### src/rtl/memory_requester.sv
// Single-outstanding memory access requester: latches one CPU request, drives the memory
// command until the memory answers or a timeout expires, then inserts one idle GAP cycle.
module memory_requester #(
  parameter int unsigned ramWidth      = 8,
  parameter int unsigned addrSize      = 8,
  parameter int unsigned timeoutCycles = 64
) (
  input  logic                clk,
  input  logic                clrn,
  input  logic                req_valid,
  output logic                req_ready,
  input  logic                req_write,
  input  logic                req_indirect,
  input  logic [addrSize-1:0] req_addr,
  input  logic [ramWidth-1:0] req_wdata,
  output logic                rsp_valid,
  output logic [ramWidth-1:0] rsp_data,
  output logic                rsp_err,
  output logic [1:0]          mem_cntrl,
  output logic [addrSize-1:0] mem_addr,
  output logic [ramWidth-1:0] mem_dataIn,
  output logic                mem_isIndirect,
  input  logic [ramWidth-1:0] mem_dataOut,
  input  logic                mem_dataReady
);

  localparam logic [7:0] TimeoutMax  = 8'(timeoutCycles);
  localparam logic [7:0] TimeoutLast = 8'(timeoutCycles - 1);

  typedef enum logic [1:0] {StIdle, StReq, StGap} state_e;

  state_e                state_q, state_d;
  logic [7:0]            cnt_q, cnt_d;
  logic                  write_q, indirect_q;
  logic [addrSize-1:0]   addr_q;
  logic [ramWidth-1:0]   wdata_q;
  logic                  rsp_valid_q, rsp_valid_d;
  logic                  rsp_err_q, rsp_err_d;
  logic [ramWidth-1:0]   rsp_data_q, rsp_data_d;
  logic                  latch_en;

  always_comb begin
    state_d     = state_q;
    cnt_d       = cnt_q;
    rsp_valid_d = 1'b0;
    rsp_err_d   = 1'b0;
    rsp_data_d  = rsp_data_q;
    latch_en    = 1'b0;
    unique case (state_q)
      StIdle: begin
        if (req_valid) begin
          latch_en = 1'b1;
          cnt_d    = 8'd0;
          state_d  = StReq;
        end
      end
      StReq: begin
        cnt_d = (cnt_q < TimeoutMax) ? cnt_q + 8'd1 : cnt_q;
        // Ready in the first REQ cycle may be left over from the previous access.
        if (cnt_q >= 8'd1 && mem_dataReady) begin
          rsp_valid_d = 1'b1;
          if (!write_q) rsp_data_d = mem_dataOut;
          state_d = StGap;
        end else if (cnt_q == TimeoutLast) begin
          rsp_valid_d = 1'b1;
          rsp_err_d   = 1'b1;
          state_d     = StGap;
        end
      end
      StGap:   state_d = StIdle;
      default: state_d = StIdle;
    endcase
  end

  always_ff @(posedge clk or negedge clrn) begin
    if (!clrn) begin
      state_q     <= StIdle;
      cnt_q       <= 8'd0;
      write_q     <= 1'b0;
      indirect_q  <= 1'b0;
      addr_q      <= '0;
      wdata_q     <= '0;
      rsp_valid_q <= 1'b0;
      rsp_err_q   <= 1'b0;
      rsp_data_q  <= '0;
    end else begin
      state_q     <= state_d;
      cnt_q       <= cnt_d;
      rsp_valid_q <= rsp_valid_d;
      rsp_err_q   <= rsp_err_d;
      rsp_data_q  <= rsp_data_d;
      if (latch_en) begin
        write_q    <= req_write;
        indirect_q <= req_indirect;
        addr_q     <= req_addr;
        wdata_q    <= req_wdata;
      end
    end
  end

  assign req_ready      = (state_q == StIdle);
  assign mem_cntrl      = (state_q == StReq) ? (write_q ? 2'b10 : 2'b01) : 2'b00;
  assign mem_addr       = addr_q;
  assign mem_dataIn     = wdata_q;
  assign mem_isIndirect = indirect_q;
  assign rsp_valid      = rsp_valid_q;
  assign rsp_err        = rsp_err_q;
  assign rsp_data       = rsp_data_q;

endmodule

### config.mk
export PLATFORM = sky130hd
export DESIGN_NAME = memory_requester
export DESIGN_NICKNAME = d
export VERILOG_FILES = /design/src/rtl/memory_requester.sv
export SDC_FILE = /design/constraint.sdc
export NUM_CORES = 1
export LEC_CHECK = 0
export ABC_AREA = 1
export CAP_MARGIN = 0
export CORE_ASPECT_RATIO = 0.6
export CORE_UTILIZATION = 47
export CTS_BUF_LIST = sky130_fd_sc_hd__clkbuf_4 sky130_fd_sc_hd__clkbuf_8 sky130_fd_sc_hd__clkbuf_16
export DETAILED_ROUTE_END_ITERATION = 10
export PLACE_DENSITY_LB_ADDON = 0.08
export SYNTH_ARGS = -nofsm -noshare
export SYNTH_HDL_FRONTEND = slang
export SYNTH_SLANG_ARGS = --single-unit
### constraint.sdc
create_clock -name clk -period 3.5 [get_ports clk]
set_input_delay 0.7 -clock clk [delete_from_list [all_inputs] [get_ports clk]]
set_output_delay 0.7 -clock clk [all_outputs]
set_load 0.005 [all_outputs]
# --- Yosys cells after proc, flatten, opt, wreduce, memory -nomap -nowiden ---
# Index checks and enable logic that the tools add are counted.
word_totals:
  elab_cells: 40
  latch_bits: 0
  n_memories: 0
  mem_bits_ro: 0
  ram_bits: 0
  output_inout_bits: 30
  register_bits: 38
op_classes:
  eq_ne: 5
  multipliers: 0
  shifts: 0
  addsub: 1
  order_cmp: 2
  n_reduce_logical: 6
  div_mod_pow: 0
  n_bitwise: 1
  muxes: 16
op_table:
  columns: ["cell", "count"]
  rows:
  - ["two-way mux 8 bit", 2]
  - ["one-hot mux 8 bit (2 select lines)", 1]
  - ["two-way mux 2 bit", 5]
  - ["adder 8 x 1 -> 8 bit, second input constant", 1]
  - ["equality test 8 x 6 -> 1 bit, second input constant", 1]
  - ["greater-or-equal comparator 8 x 1 -> 1 bit, second input constant", 1]
  - ["less-than comparator 8 x 7 -> 1 bit, second input constant", 1]
  - ["two-way mux 1 bit", 7]
  - ["AND reduction 3 bit", 2]
  - ["inequality test 2 bit, second input constant", 2]
  - ["one-hot mux 2 bit (2 select lines)", 1]
  - ["inequality test 3 bit, second input constant", 1]
  - ["equality test 2 x 1 -> 1 bit, second input constant", 1]
  - ["logical NOT 2 bit", 1]
  - ["AND reduction 2 bit", 1]
  - ["nonzero test 2 bit", 1]
  - ["logical AND 1 bit", 1]
  - ["NOT 1 bit", 1]

# --- Logic depth before layout (Yosys ltp) ---
depth:
  word_depth: 4
  ltp_mapped: 10

# --- Least setup slack after synthesis ---
# Ideal clock, no wire load.
synth_path:
  path_kind: "reg2out"
  start: "register state_q[1]"
  end: "output port mem_cntrl[0]"
  slack_ns: 2.085
  t_arrival_ns: 0.715
  path_stages_with_launch: 4
  cell_sequence: "dfrtp_1 -> inv_1 -> nand2_2 -> nor2_8"
synth_via:
  elab_chain_cells: 2
synth_rtl:
  columns: ["item", "line_no", "rtl"]
  rows:
  - ["from (decl)", "32", "state_e state_q, state_d;"]
  - ["from (signal assigned)", "77", "state_q <= StIdle;"]
  - ["from (signal assigned)", "87", "state_q <= state_d;"]
  - ["equality test 2 x 1 -> 1 bit", "102", "assign mem_cntrl = (state_q == StReq) ? (write_q ? 2'b10 : 2'b01) : 2'b00;"]
  - ["two-way mux 2 bit", "102", null]
  - ["to (decl)", "19", "output logic [1:0] mem_cntrl,"]
# Every way passes these cells.

# --- Worst setup path in the final report ---
# Same ends and word-level chain as after synthesis.

==> flow_summary.json <==
{
  "htreeDepth": 2,
  "io_buffers": 59,
  "ctsResizeCount": 0,
  "nets": 285,
  "placed_area_um2": 2271,
  "n_fill_cell": 280,
  "antenna_found_initial": 0,
  "cp-end-kind": "primary output",
  "postCtsSetupBuffers": 0,
  "grt-ovfl-total": 0,
  "postCtsHoldBufs": 0,
  "cts_buffer_depth": 2,
  "tightest_slew_ps": 814.1,
  "fin_ws_ps": 1187,
  "wl_per_cell_um": 12.05,
  "worstPathArrival_ps": 1610,
  "area_delta_synth_final_pct": 40.91,
  "cts_root_buf": "clkbuf_8",
  "clk_latency_ps": 280,
  "syn_inst": 192,
  "yosys_warnings": 0,
  "ys_types": 20,
  "pre_cts_slack_ps": 1397,
  "mostFrequentLayoutCells": "nand2_1, clkdlybuf4s50_1, dfrtp_1",
  "ys_ff_latch": 38,
  "dr.pass1.iters": 4,
  "vias": 1400,
  "start_util_pct": 50.53,
  "fin_crit_sh_pct": 66.07,
  "cts.sinks": 38,
  "cts_tree": "done",
  "maxCapViolCount": 0,
  "cp.required_ps": 2800,
  "die_x_um": 79.17,
  "cts-buffers-inserted": 5,
  "p_leak_nw": 1.153,
  "grt_use_total_pct": 20.81,
  "syn-num-nets": 225,
  "fin_crit_ps": 2313,
  "worstPathMaxFanout": 10,
  "die_y_um": 48.30,
  "fin_tns_setup_ps": 0,
  "grt_start_max_net_pins": 39,
  "power_mw": 1.856,
  "grt_setup_unrepaired": "no",
  "layout-drive-gt1-share_pct": 7.905,
  "io-pin-count": 60,
  "grt_pass1_wl_um": 6099,
  "finalHoldViolCount": 0,
  "path_class": "flop to primary output",
  "drc": 0,
  "powerDensity_nw_per_um2": 784.4,
  "drtAntennaViolNets": 0,
  "wirelength_um": 3591,
  "layoutNonFillerInstCount": 298,
  "rows": 16,
  "setup_viol": 0,
  "layout_commonest_cell": "nand2_1",
  "grt_pass1_vias": 1367,
  "hpwl_um": 2643,
  "ir_worst_vdd_mv": 0.4091,
  "diodes": 0,
  "slew_headroom_pct": 45.73,
  "drt-initial-drc-count": 161,
  "synth.avg_cell_area_um2": 8.745,
  "core-area_um2": 3323,
  "via_per_inst": 4.698,
  "status": "complete, no violations",
  "synth_area_um2": 1679,
  "finalInstanceArea_um2": 2366,
  "gp_congestion": 0.8477,
  "place_inst": 290,
  "crit_path_start_kind": "flop",
  "ys_seq_area_share_pct": 56.63,
  "finalClockSkew_ps": 4.351,
  "clk_pin_slew_worst_paths_ps": 70,
  "dieArea_um2": 3824,
  "max_freq_mhz": 432.4,
  "hold_class": "flop to flop",
  "slew_viol_final": 0
}
==> worst max-delay path, cell delays in order, from the launching register on <==
cell and delay, ps:
dfrtp_1 410, inv_1 80, nand2_2 120, nor2_8 190
clkdlybuf4s50_1 530
==> cells by family (layout without fill, tap and decap cells) <==
logic type	after synthesis	after routing	synth area share, %
fa+ha+maj	3	3	2.236
flops	38	38	56.63
simple gates	121	121	31.97
buf+inv	19	80	5.886
compound gates	11	11	3.278
==> through the flow <==
| step | utilization (%) | hold WS, ps |
|---|---|---|
| floorplan | - | 404.4 |
| global placement | 68.34 | 456.0 |
| detailed placement | 68.34 | 461.3 |
| CTS | 71.20 | 479.8 |
| global route | 71.20 | 505.1 |
| finish | 71.20 | 477.1 |
==> flip-flops by register name (all words and copies together), names as in the netlist <==
| name | cells |
|---|---|
| rsp_valid | 1 |
| rsp_err | 1 |
| write_q | 1 |
| mem_dataIn | 8 |
| cnt_q | 8 |
| rsp_data | 8 |
| mem_addr | 8 |
| mem_isIndirect | 1 |
| state_q | 2 |
==> synthesized netlist by cell type (all sizes together) <==
master  number  area [um^2]
nand2       89        354.1
dfrtp       38        950.9
nor2        18        88.83
inv         13        48.79
nand4        9        56.30
a21oi        7        35.03
buf          5        36.28
nand3        5        37.54
o21ai        4        20.01
ha           3        37.54
clkbuf       1        13.76
==> routing by layer <==
layer	up-vias	track usage, %	share of wire [%]
li1	713	-	-
met1	628	29.90	49
met2	55	30.60	44
met5	-	0	0
met3	4	6.038	6.9
met4	0	6.364	0.95
==> path summary, 6_finish.rpt <==
kind,endpoint,slack (ps),cells past startpoint,start
hold reg to reg,rsp_data[1]$_DFFE_PN0P_,480,2,rsp_data[1]$_DFFE_PN0P_
setup reg to reg,mem_isIndirect$_DFFE_PN0P_,1990,5,state_q[1]$_DFFE_PN0P_
max in group asynchronous,rsp_data[6]$_DFFE_PN0P_,2480,1,clrn
min in group asynchronous,rsp_data[4]$_DFFE_PN0P_,510,1,clrn
hold / removal,rsp_data[1]$_DFFE_PN0P_,480,2,rsp_data[1]$_DFFE_PN0P_
setup / recovery,mem_cntrl[0],1190,4,state_q[1]$_DFFE_PN0P_
==> power by group <==
group,switching (mW),total [mW],leakage (nW),internal [mW]
Sequential,0.112,0.722,0.485,0.610
Clock,0.150,0.308,0.0472,0.158
Combinational,0.399,0.825,0.621,0.427
Total,0.661,1.86,1.15,1.19
==> final cells by class <==
class,instances,area [um^2],share of cell area [%]
Inverter,13,48.80,2.062
Sequential cell,38,950.9,40.19
Tap cell,45,56.30,2.380
Multi-Input combinational cell,135,629.4,26.60
Clock buffer,6,82.58,3.490
Clock inverter,2,12.51,0.5288
Timing Repair Buffer,59,585.6,24.75
(Power assumes the default switching activity.)
